[config.mk]
export PLATFORM = sky130hd
export DESIGN_NAME = io_switch_debouncer_flat
export DESIGN_NICKNAME = d
export VERILOG_FILES = /design/src/rtl/io_switch_debouncer_if.sv /design/src/rtl/io_switch_debouncer.sv /design/src/flat_wrapper.sv
export SDC_FILE = /design/constraint.sdc
export NUM_CORES = 1
export LEC_CHECK = 0
export CELL_PAD_IN_SITES_DETAIL_PLACEMENT = 1
export CELL_PAD_IN_SITES_GLOBAL_PLACEMENT = 2
export CORE_MARGIN = 1
export CORE_UTILIZATION = 29
export CTS_BUF_LIST = sky130_fd_sc_hd__clkbuf_4 sky130_fd_sc_hd__clkbuf_8 sky130_fd_sc_hd__clkbuf_16
export CTS_CLUSTER_DIAMETER = 200
export CTS_CLUSTER_SIZE = 20
export DETAILED_ROUTE_END_ITERATION = 16
export PLACE_DENSITY_LB_ADDON = 0.05
export SYNTH_ARGS = -nofsm -noshare
export SYNTH_HDL_FRONTEND = slang
export SYNTH_SLANG_ARGS = --single-unit
export TNS_END_PERCENT = 10
[constraint.sdc]
create_clock -name CLK -period 3.5 [get_ports CLK]
set_input_delay 0.525 -clock CLK [delete_from_list [all_inputs] [get_ports CLK]]
set_output_delay 0.525 -clock CLK [all_outputs]
set_load 0.005 [all_outputs]
[src/rtl/io_switch_debouncer_if.sv]
// MIPS memory-mapped IO bus as seen by the switch debouncer.
// The CPU side drives address and write signals, and the peripheral drives read data.
interface io_switch_debouncer_if;
    logic [3:0]  IOAddr;
    logic        IOWriteEn;
    logic [31:0] IOWriteData;
    logic [31:0] IOReadData;

    modport master (
        output IOAddr,
        output IOWriteEn,
        output IOWriteData,
        input  IOReadData
    );

    modport slave (
        input  IOAddr,
        input  IOWriteEn,
        input  IOWriteData,
        output IOReadData
    );
endinterface

[src/rtl/io_switch_debouncer.sv]
// Switch synchroniser, debouncer and IO read mux with write-1-to-clear change flags.
// Defining SWITCH_CHANGE_IRQ_EN adds the registered CHANGE_IRQ output (OR of all flags).
module io_switch_debouncer #(
    parameter int         WIDTH         = 2,
    parameter int         STABLE_CYCLES = 100000,
    parameter int         CNT_W         = 17,
    parameter logic [3:0] LEVEL_ADDR    = 4'h4,
    parameter logic [3:0] FLAG_ADDR     = 4'h5
) (
    input  logic                  CLK,
    input  logic                  RESET,
    input  logic [WIDTH-1:0]      SW_IN,
    io_switch_debouncer_if.slave  io,
`ifdef SWITCH_CHANGE_IRQ_EN
    output logic                  CHANGE_IRQ,
`endif
    output logic [WIDTH-1:0]      SW_LEVEL
);

    localparam logic [CNT_W-1:0] CNT_MAX = CNT_W'(STABLE_CYCLES - 1);

    logic [WIDTH-1:0] sync1;
    logic [WIDTH-1:0] sync2;
    logic [WIDTH-1:0] stable;
    logic [WIDTH-1:0] flag;
    logic [WIDTH-1:0] done;
    logic [WIDTH-1:0] clr;
    logic [CNT_W-1:0] cnt [WIDTH];
    logic [31:0]      rdata;
    logic             unused_wdata;

    always_ff @(posedge CLK or negedge RESET) begin
        if (!RESET) begin
            sync1 <= '0;
            sync2 <= '0;
        end else begin
            sync1 <= SW_IN;
            sync2 <= sync1;
        end
    end

    always_comb begin
        done = '0;
        for (int i = 0; i < WIDTH; i++) begin
            done[i] = (sync2[i] != stable[i]) && (cnt[i] == CNT_MAX);
        end
    end

    // Any sample matching the accepted level restarts the count.
    for (genvar g = 0; g < WIDTH; g++) begin : g_bit
        always_ff @(posedge CLK or negedge RESET) begin
            if (!RESET) begin
                cnt[g]    <= '0;
                stable[g] <= 1'b0;
            end else if (sync2[g] == stable[g]) begin
                cnt[g]    <= '0;
            end else if (done[g]) begin
                cnt[g]    <= '0;
                stable[g] <= sync2[g];
            end else begin
                cnt[g]    <= cnt[g] + 1'b1;
            end
        end
    end

    always_comb begin
        clr = '0;
        if (io.IOWriteEn && (io.IOAddr == FLAG_ADDR)) begin
            clr = io.IOWriteData[WIDTH-1:0];
        end
    end

    assign unused_wdata = ^io.IOWriteData[31:WIDTH];

    // A completing debounce outranks a same-cycle software clear.
    always_ff @(posedge CLK or negedge RESET) begin
        if (!RESET) begin
            flag <= '0;
        end else begin
            flag <= done | (flag & ~clr);
        end
    end

`ifdef SWITCH_CHANGE_IRQ_EN
    always_ff @(posedge CLK or negedge RESET) begin
        if (!RESET) begin
            CHANGE_IRQ <= 1'b0;
        end else begin
            CHANGE_IRQ <= |flag;
        end
    end
`endif

    always_comb begin
        rdata = '0;
        unique case (1'b1)
            (io.IOAddr == LEVEL_ADDR): rdata = 32'(stable);
            (io.IOAddr == FLAG_ADDR):  rdata = 32'(flag);
            default:                   rdata = '0;
        endcase
    end

    assign io.IOReadData = rdata;
    assign SW_LEVEL      = stable;

endmodule
[src/flat_wrapper.sv]
// flat-port wrapper written by rule: the top's interface ports become plain ports
module io_switch_debouncer_flat 
#(
    parameter int         WIDTH         = 2,
    parameter int         STABLE_CYCLES = 100000,
    parameter int         CNT_W         = 17,
    parameter logic [3:0] LEVEL_ADDR    = 4'h4,
    parameter logic [3:0] FLAG_ADDR     = 4'h5
)
  (CLK, RESET, SW_IN, SW_LEVEL, io_IOAddr, io_IOWriteEn, io_IOWriteData, io_IOReadData);
  io_switch_debouncer_if io_i ();
  input  logic CLK;
  input  logic RESET;
  input  logic [WIDTH-1:0] SW_IN;
  output logic [WIDTH-1:0] SW_LEVEL;
  input wire logic [$bits(io_i.IOAddr)-1:0] io_IOAddr;
  input wire logic [$bits(io_i.IOWriteEn)-1:0] io_IOWriteEn;
  input wire logic [$bits(io_i.IOWriteData)-1:0] io_IOWriteData;
  output wire logic [$bits(io_i.IOReadData)-1:0] io_IOReadData;
  assign io_i.IOAddr = io_IOAddr;
  assign io_i.IOWriteEn = io_IOWriteEn;
  assign io_i.IOWriteData = io_IOWriteData;
  assign io_IOReadData = io_i.IOReadData;
  io_switch_debouncer #(.WIDTH(WIDTH), .STABLE_CYCLES(STABLE_CYCLES), .CNT_W(CNT_W), .LEVEL_ADDR(LEVEL_ADDR), .FLAG_ADDR(FLAG_ADDR)) u_core (.CLK(CLK), .RESET(RESET), .SW_IN(SW_IN), .io(io_i), .SW_LEVEL(SW_LEVEL));
endmodule
==> metrics.txt <==
share of post-route cells with drive strength above 1=0.05714; status=finished, final reports clean; CTS root buffer=clkbuf_8; Worst setup EP type=flop; Worst Path Class, Setup=reg -> reg; CTS tree=built; WP data arrival=2.53 ns; max-slew violations=0; clk slew on worst S/H paths=0.08 ns; initial antenna violation count=0; CTS resizes=0; Hold Fails Final Rpt=0; buffer levels on the longest clock path=2; Final Cycle Share=0.6809; TritonCTS Buffers=5; GRT Total Usage=0.1257; largest family of logic cells by synthesized area=simple AND/OR/NAND/NOR gates; wire length per cell=13.26 um; Overflow after GRT=0; XOR/XNOR Fraction of Synth Area=0.1167; Power Dens Cells=363.9 nW/um2; Clk Latency, worst-skew pair=0.30 ns; worst min path class=reg -> reg; Netlist cell types=34; count of final setup violators=0; Core ar.=7370 um2; post-synthesis simple-gate area fraction=0.2407; reg-to-reg slack, setup=1.12 ns; Slew HR=0.3583; Die ar.=8118 um2; Post-CTS Setup Repair Bufs=0; DR vias/cell=4.578; Critical Path Source Type=flop; clock skew=0.01515 ns; Layout area overhead=9.728%; largest net degree at the start of global routing=43; setup tns final=0 ns; Die Y=90.10 um; Rows=31; fin nets=287; Syn Std Cell Area=2251 um2; r2r startpoint=u_core.cnt[31]; Hold Crit Endpoint=u_core.sync2[1]; Worst Path Max Fanout=17; leakage power=0.001032 uW; register area share after synthesis=0.4669; dpl cells=336; Worst Hold Depth=0; Antenna Nets Post-Route=0; hold_buf cts=0; via count=1575; final worst slack=1.117 ns; post-synthesis adder-cell area fraction=0.01112; Mapped Cells=227; global-route wire length before repair=8121 um; GP Congestion=0.6696; DP Worst Slack=1.037 ns; max cap viols=0; capturing point of the worst reg2reg path=u_core.cnt[30]; Residual DRC=0; DRT Wirelength=4560 um; CTS sink count=42; Layout Cells excl Fill=344; Yosys warnings=0; # port buffers=14; worst-margin pin slew=0.9626 ns; Hold Crit Start=u_core.sync1[1]; fin crit period=2.383 ns; Final Util=0.3351; FF+latch count, synth=42; Starting Density=0.3054; Max VDD drop=155.2 uV; vias in the first global route=1557; post-DP HPWL=3142 um; multiplexer area fraction after synthesis=0.01890; synthesized area per cell=9.916 um2; die width=90.10 um; I/O pin count=75; compound-gate portion of the synthesized area=0.03224; Pre-Repair DR Iteration Count=4; required time of the critical path=3.65 ns; unrepaired setup endpoints after global routing=false; DR iter-0 viols=75; antenna cells=0; FF-to-FF path depth=4; Max Fclk=419.6 MHz; H-tree Lvls=2
cell usage after synthesis:
cell | count | area, um2
dfrtp_1 | 42 | 1051
nor2_1 | 35 | 131.4
buf_4 | 30 | 225.2
xnor2_1 | 17 | 148.9
nand2_1 | 16 | 60.06
xor2_1 | 13 | 113.9
nand3_1 | 12 | 60.06
nand4_1 | 10 | 62.56
nor3_1 | 7 | 35.03
nor4_1 | 5 | 31.28
and4_1 | 4 | 35.03
a21oi_1 | 3 | 15.01
nor4bb_1 | 3 | 30.03
or4_1 | 3 | 22.52
and3_1 | 2 | 12.51
clkbuf_1 | 2 | 7.510
ha_1 | 2 | 25.02
inv_1 | 2 | 7.510
mux2_2 | 2 | 22.52
mux2i_1 | 2 | 20.02
o31ai_1 | 2 | 15.01
a21o_1 | 1 | 7.510
and4b_1 | 1 | 10.01
buf_6 | 1 | 11.26
conb_1 | 1 | 3.750
nand4b_1 | 1 | 8.760
nor3b_1 | 1 | 7.510
nor4b_1 | 1 | 8.760
o21ai_0 | 1 | 5.000
o31ai_4 | 1 | 21.27
o41ai_1 | 1 | 8.760
or3_1 | 1 | 6.260
or3b_2 | 1 | 8.760
or4_4 | 1 | 11.26
cell type report:
| cell class | instances | area, um2 |
|---|---|---|
| fill | 864 | 4900 |
| timing repair buffer | 14 | 135.1 |
| sequential | 42 | 1051 |
| multi-input combinational | 179 | 1057 |
| clock buffer | 7 | 90.09 |
| clock inverter | 1 | 5.005 |
| inverter | 2 | 7.507 |
| tap | 99 | 123.9 |
cells in the final DEF (no fill, tap or decap), drive strengths merged, types with 3 or more instances in the layout:
cell type,count
dfrtp,42
nor2,35
conb,30
xnor2,17
nand2,16
xor2,13
clkdlybuf4s50,13
nand3,12
nand4,10
nor3,7
clkbuf,7
nor4,5
and4,4
or4,4
a21oi,3
nor4bb,3
o31ai,3
kinds of logic (layout without fill, tap and decap cells):
| group | count (synthesis) | in the layout |
|---|---|---|
| simple gates | 104 | 104 |
| flops | 42 | 42 |
| buf+inv | 35 | 24 |
| xor+xnor | 30 | 30 |
| compound gates | 9 | 9 |
| mux | 4 | 4 |
| fa+ha+maj | 2 | 2 |
| other cells | 1 | 30 |
sequential cells by signal, summed over array words and instances, names as in the netlist:
signal,cells
u_core.cnt,34
u_core.sync1,2
u_core.flag,2
u_core.SW_LEVEL,2
u_core.sync2,2
power by group:
| part | switching [uW] | internal [uW] | total [uW] |
|---|---|---|---|
| clock network | 171 | 167 | 339 |
| registers | 9.01 | 495 | 504 |
| logic | 36.2 | 19.5 | 55.7 |
| total | 217 | 682 | 899 |
per-layer routing:
metal / up-vias / GRT usage / share of wire
li1: 758 / - / -
met1: 769 / 0.1719 / 0.49
met4: 0 / 0.04839 / 0.014
met5: - / 0 / 0
met3: 8 / 0.03384 / 0.040
met2: 40 / 0.1883 / 0.45
stage by stage:
step                hold WS (ns)  total power (uW)  instance area [um2]
CTS                       0.3554             924.5                 2470
floorplan                 0.2294             565.6                 2360
global placement          0.3364             570.7                 2375
detailed placement        0.3363             572.1                 2375
global route              0.3692             951.7                 2470
finish                    0.3544             898.7                 2470
worst max-delay path, stage by stage, from the launching register on:
cell	delay, ns
dfrtp_1	0.42
or4_1	0.52
or4_4	0.52
o31ai_4	0.67
nor2_1	0.11
how the worst max path moves through the flow:
stage	depth (start not counted)	slack, ns	end	startpoint
after detailed placement	4	1.04	u_core.cnt[24]	u_core.cnt[31]
after global routing	4	0.89	u_core.cnt[33]	u_core.cnt[31]
after CTS	4	1.03	u_core.cnt[33]	u_core.cnt[31]
after floorplan	4	1.37	u_core.SW_LEVEL[0]	u_core.cnt[31]
final	4	1.12	u_core.cnt[30]	u_core.cnt[31]
after global placement	4	1.05	u_core.cnt[25]	u_core.cnt[31]
(Power assumes the default switching activity.)
